[config.mk]
export PLATFORM = sky130hd
export DESIGN_NAME = irq_ctrl_flat
export DESIGN_NICKNAME = d
export VERILOG_FILES = /design/src/rtl/irq_ctrl_pkg.sv /design/src/rtl/irq_ctrl_if.sv /design/src/rtl/irq_prio_enc.sv /design/src/rtl/irq_ctrl.sv /design/src/flat_wrapper.sv
export SDC_FILE = /design/constraint.sdc
export NUM_CORES = 1
export LEC_CHECK = 0
export BUFFER_PORTS_ARGS = -buffer_cell sky130_fd_sc_hd__clkbuf_2
export CORE_MARGIN = 2
export CORE_UTILIZATION = 41
export CTS_CLUSTER_DIAMETER = 40
export DETAILED_ROUTE_END_ITERATION = 10
export PLACE_DENSITY = 0.92
export SETUP_SLACK_MARGIN = 0.3
export SYNTH_ARGS = -nofsm -noshare
export SYNTH_HDL_FRONTEND = slang
export SYNTH_SLANG_ARGS = --single-unit
export TNS_END_PERCENT = 5
[constraint.sdc]
create_clock -name clk -period 2.7 [get_ports clk]
set_input_delay 0.405 -clock clk [delete_from_list [all_inputs] [get_ports clk]]
set_output_delay 0.405 -clock clk [all_outputs]
set_load 0.01 [all_outputs]
[src/rtl/irq_ctrl_pkg.sv]
// irq_ctrl_pkg: shared FSM state encoding, register map and default vector base for irq_ctrl.
package irq_ctrl_pkg;
  typedef enum logic [1:0] {
    IDLE    = 2'd0,
    REQ     = 2'd1,
    SERVICE = 2'd2
  } state_t;
  localparam logic [4:0]  ADDR_MASK    = 5'b11000;
  localparam logic [4:0]  ADDR_PENDING = 5'b11001;
  localparam logic [4:0]  ADDR_STATUS  = 5'b11010;
  localparam logic [31:0] VEC_BASE_DEF = 32'h180;
endpackage

[src/rtl/irq_ctrl_if.sv]
// irq_ctrl_if: memory-mapped register bus shared with the timer (write strobe, address, data in/out).
interface irq_ctrl_if;
  logic        we;
  logic [4:0]  addr;
  logic [31:0] wd;
  logic [31:0] rd;
  modport master (output we, addr, wd, input rd);
  modport slave (input we, addr, wd, output rd);
endinterface

[src/rtl/irq_prio_enc.sv]
// irq_prio_enc: combinational lowest-index priority encoder.
module irq_prio_enc #(
  parameter int NSRC = 4,
  parameter int ID_W = 2
) (
  input  logic [NSRC-1:0] i_req,
  output logic [ID_W-1:0] o_id,
  output logic            o_any
);
  always_comb begin
    o_id = '0;
    for (int i = NSRC - 1; i >= 0; i--) o_id = i_req[i] ? ID_W'(i) : o_id;
  end
  assign o_any = |i_req;
endmodule

[src/rtl/irq_ctrl.sv]
// irq_ctrl: edge-latching, masked, prioritised interrupt controller with ack/done handshake.
// Define IRQ_VECTOR_EN for per-source vectored handler addresses and the iv indicator.
module irq_ctrl
  import irq_ctrl_pkg::*;
#(
  parameter int          NSRC       = 4,
  parameter int          ID_W       = 2,
  parameter logic [31:0] VEC_BASE   = VEC_BASE_DEF,
  parameter logic [31:0] VEC_STRIDE = 32'h8
) (
  input  logic             clk,
  input  logic             rst,
  input  logic [NSRC-1:0]  irq,
  irq_ctrl_if.slave        bus,
  input  logic             int_ack,
  input  logic             int_done,
  output logic             exl,
  output logic             iv,
  output logic [ID_W-1:0]  int_id,
  output logic [31:0]      int_vec
);
  state_t          r_state, w_next;
  logic [NSRC-1:0] r_irq_q, r_pend, r_mask, w_set, w_clr;
  logic [ID_W-1:0] r_int_id, w_id;
  logic            w_any, w_wr_mask, w_wr_pend, w_done, w_unused;
  irq_prio_enc #(.NSRC(NSRC), .ID_W(ID_W)) u_enc (
    .i_req (r_pend & r_mask),
    .o_id  (w_id),
    .o_any (w_any)
  );
  assign w_set     = irq & ~r_irq_q;
  assign w_wr_mask = bus.we && bus.addr == ADDR_MASK;
  assign w_wr_pend = bus.we && bus.addr == ADDR_PENDING;
  assign w_done    = r_state == SERVICE && int_done;
  assign w_clr     = (w_wr_pend ? bus.wd[NSRC-1:0] : '0) | (w_done ? NSRC'(1) << r_int_id : '0);
  always_comb begin
    w_next = r_state;
    w_next = (r_state == IDLE && w_any)    ? REQ     :
             (r_state == REQ && int_ack)   ? SERVICE :
             w_done                        ? IDLE    : r_state;
  end
  // new edges are OR-ed in after clearing so a same-cycle set always wins
  always_ff @(posedge clk) begin
    if (rst) begin
      r_state  <= IDLE;
      r_irq_q  <= '0;
      r_pend   <= '0;
      r_mask   <= '0;
      r_int_id <= '0;
    end else begin
      r_state <= w_next;
      r_irq_q <= irq;
      r_pend  <= (r_pend & ~w_clr) | w_set;
      if (w_wr_mask) r_mask <= bus.wd[NSRC-1:0];
      if (r_state == IDLE && w_any) r_int_id <= w_id;
    end
  end
  assign bus.rd = bus.addr == ADDR_MASK    ? 32'(r_mask) :
                  bus.addr == ADDR_PENDING ? 32'(r_pend) :
                  bus.addr == ADDR_STATUS  ? 32'({r_state, r_int_id}) : '0;
  assign exl    = r_state == REQ;
  assign int_id = r_int_id;
`ifdef IRQ_VECTOR_EN
  assign iv      = exl;
  assign int_vec = VEC_BASE + 32'(r_int_id) * VEC_STRIDE;
`else
  assign iv      = 1'b0;
  assign int_vec = VEC_BASE;
`endif
  assign w_unused = ^{bus.wd, VEC_STRIDE};
endmodule
[src/flat_wrapper.sv]
// flat-port wrapper written by rule: the top's interface ports become plain ports
module irq_ctrl_flat import irq_ctrl_pkg::*;
#(
  parameter int          NSRC       = 4,
  parameter int          ID_W       = 2,
  parameter logic [31:0] VEC_BASE   = VEC_BASE_DEF,
  parameter logic [31:0] VEC_STRIDE = 32'h8
)
  (clk, rst, irq, int_ack, int_done, exl, iv, int_id, int_vec, bus_we, bus_addr, bus_wd, bus_rd);
  irq_ctrl_if bus_i ();
  input  logic clk;
  input  logic rst;
  input  logic [NSRC-1:0] irq;
  input  logic int_ack;
  input  logic int_done;
  output logic exl;
  output logic iv;
  output logic [ID_W-1:0] int_id;
  output logic [31:0] int_vec;
  input wire logic [$bits(bus_i.we)-1:0] bus_we;
  input wire logic [$bits(bus_i.addr)-1:0] bus_addr;
  input wire logic [$bits(bus_i.wd)-1:0] bus_wd;
  output wire logic [$bits(bus_i.rd)-1:0] bus_rd;
  assign bus_i.we = bus_we;
  assign bus_i.addr = bus_addr;
  assign bus_i.wd = bus_wd;
  assign bus_rd = bus_i.rd;
  irq_ctrl #(.NSRC(NSRC), .ID_W(ID_W), .VEC_BASE(VEC_BASE), .VEC_STRIDE(VEC_STRIDE)) u_core (.clk(clk), .rst(rst), .irq(irq), .bus(bus_i), .int_ack(int_ack), .int_done(int_done), .exl(exl), .iv(iv), .int_id(int_id), .int_vec(int_vec));
endmodule
==> summary.md <==
| Metric | Value |
|---|---|
| Util after Layout | `between 40% and 50%` |
| CTS resizes | `0` |
| Starting Density | `about 43%` |
| Ranking of synthesized cells by area | `buf_4, dfxtp_1, nand2_1, o221a_1, mux2i_1` |
| Number of synthesized flops with an enable pin | `0` |
| Clock tree buffer depth | `2` |
| Cell chain of the critical path | `clkbuf_2 -> or4_4 -> o221a_1 -> clkbuf_2` |
| Largest net degree at the start of global routing | `15` |
| RSZ-0062 raised after global routing | `no` |
| Crit-path max FO | `14` |
| DRT iter0 DRCs | `23` |
| Compound-Gate Fraction of Synth Area | `15.8%` |
| Netlist Area Pre-Place | `about 1300 um2` |
| Synth-to-Final Area Change | `-3.76%` |
| Tot Pwr | `503 uW` |
| Synth Flop Type | `dfxtp_1` |
| Worst Setup End Kind | `primary output` |
| Sequential area share after synthesis | `roughly a quarter` |
| Finished Cell Area | `around 1300 um2` |
| DP Wirelength | `between 1.5 and 2 mm` |
| Post-synthesis register bit count | `16` |
| Top cell type's share of synthesized area | `between 30% and 40%` |
| Core Region | `just over 3000 um2` |
| Die Y | `~60 um` |
| TritonRoute pass-1 iters | `4` |
| CP required | `between 2 and 2.5 ns` |
| Hold Worst Slack | `0.360 ns` |
| Hold Crit Class | `input pin to flip-flop` |
| Leading area contributor after synthesis | `buf_4` |
| Clock skew | `between 0.006 and 0.007 ns` |
| Worst Setup SP | `bus_addr[1]` |
| Clock slew at reported path FFs | `~0.090 ns` |
| Ports | `between 100 and 150` |
| IO Port Bufs | `24` |
| Critical path startpoint category | `input pin` |
| Async S/R FF share, synth | `0%` |
| Num rows | `20` |
| Setup violators final | `0` |
| Die X | `slightly above 60 um` |
| Non-filler cells, final | `about 230` |
| Critical path's slowest cell | `or4_4` |
| Clock root cell | `clkbuf_4` |
| Post-CTS Setup Bufs | `0` |
| Cts hold-fix bufs | `0` |
| Max Fclk | `just over 0.5 GHz` |
| FF-to-FF Start | `u_core.r_state[1]` |
| Nets@finish | `231` |
| Residual DRC count | `0` |
| Share of cells above drive strength 1 | `approximately a fifth` |
| Final setup margin | `roughly 0.74 ns` |
| Synth Area in Simple Gates | `17.6%` |
| First-pass GRT wire length | `3.31 mm` |
| Placed insts | `~220` |
| Vias in the first global route | `between 700 and 800` |
| YS warnings | `0` |
| Vias/cell | `4.13` |
| MaxCap Viol Count | `0` |
| CTS tree | `built` |
| GRT overflow | `0` |
| Adder-cell share of the synthesized area | `0%` |
| Total Wirelength | `between 2 and 2.5 mm` |
| Placed cell areas | `~1200 um2` |
| CTS HTree Levels | `1` |
| All-Layer GR Usage | `about an eighth` |
| Delay of the slowest critical-path stage | `between 0.5 and 0.6 ns` |
| Mux contribution to synthesized area | `~3.0%` |
| Post-DR wirelength/cell | `9.56 um` |
| Max IR drop VDD | `between 200 and 250 uV` |
| Final Cycle Share | `between 70% and 80%` |
| Setup TNS Final | `0 ns` |
| Xor/xnor cell area share of the yosys netlist | `0%` |
| Power per Cell Area | `~390 nW/um2` |
| Die ar. | `roughly 3700 um2` |
| Post-synth cell types | `32` |
| Final RePlAce weighted congestion | `roughly 0.8` |
| CTS buffer count | `3` |
| P_leak | `slightly above 0.6 nW` |
| DR vias | `942` |
| Diodes inserted | `0` |
| Hold_sp | `bus_wd[0]` |
| Post-Syn Instances | `~160` |
| Worst Path Arrival | `1.55 ns` |
| Initial antenna violation count | `0` |
| Largest family of logic cells by synthesized area | `buffers and inverters` |
| Final Hold Fails | `0` |
| CTS sink count | `16` |
| Pre-CTS setup slack | `about 0.74 ns` |
| Clock latency on the worst-skew pair | `0.28 ns` |
| Fin. max-slew vios | `0` |
| Setup CP Type | `input pin to primary output` |
| Syn Area/Cell | `between 8 and 9 um2` |
| DRT antenna net count | `0` |
| Outcome | `finished clean` |
| Most used cell, CP | `clkbuf_2` |
| Fin crit period | `between 1.5 and 2 ns` |
==> final cells by class <==
class                           instances  area (um2)
Multi-Input combinational cell        130         713
Sequential cell                        16         320
Fill cell                             349        1800
Clock buffer                            4        36.3
Timing Repair Buffer                   24         120
Tap cell                               44        55.1
Inverter                               10        37.5
==> final timing paths <==
| kind | to | slack (ns) | cells after the start |
|---|---|---|---|
| setup reg to reg | u_core.int_id[0] | 1.42 | 3 |
| hold / removal | u_core.r_mask[0] | 0.36 | 3 |
| hold reg to reg | u_core.r_pend[2] | 0.46 | 2 |
| setup / recovery | bus_rd[3] | 0.74 | 4 |
==> cell usage after synthesis, types with 3 or more instances <==
cell       number
o221a_1         4
nand2_1        15
nor2_1          3
nor2b_1         5
nor4b_1         4
mux2i_1         4
a21oi_1         6
dfxtp_1        16
inv_1          10
buf_4          61
o2bb2ai_1       4
==> where the power goes <==
part | leakage [nW] | internal, mW | switching [mW]
Combinational | 0.463 | 0.0266 | 0.0679
Clock | 0.0210 | 0.0821 | 0.0733
Sequential | 0.131 | 0.246 | 0.00684
==> placed cells by master, fill, tap and decap left out, types with 2 or more instances in the layout <==
cell,n
nor2b_1,5
dfxtp_1,16
inv_1,10
and2b_2,2
conb_1,61
nand2_1,15
a21oi_1,6
o311ai_0,2
o2bb2ai_1,4
o221a_1,4
clkbuf_2,24
o211ai_1,2
clkbuf_4,3
o21ai_0,2
nor2_1,3
mux2i_1,4
a221oi_1,2
nand2b_1,2
nand3_1,2
nor4b_1,4
==> logic make-up (layout without fill, tap and decap cells) <==
kind of cell | after synthesis | count (layout)
flops | 16 | 16
mux | 4 | 4
buf+inv | 75 | 38
compound gates | 27 | 27
simple gates | 38 | 38
other cells | 2 | 61
==> per-layer routing <==
layer  global-route usage, %  up-vias  share of wire (%)
li1                        -      467                  -
met1                    15.4      420                 42
met2                    19.8       53                 49
met3                    2.10        2                8.3
met4                    5.59        0               0.50
met5                       0        -                  0
==> registers in the layout (all words and copies together), names as in the netlist <==
signal          flops
u_core.int_id       2
u_core.r_irq_q      4
u_core.r_mask       4
u_core.r_pend       4
u_core.r_state      2
==> critical path, delay by kind of cell <==
kind            cells  cell delay (ns)
simple gates        1             0.55
buf+inv             2             0.34
compound gates      1             0.26
No activity file was read; power rests on OpenSTA's default activity.
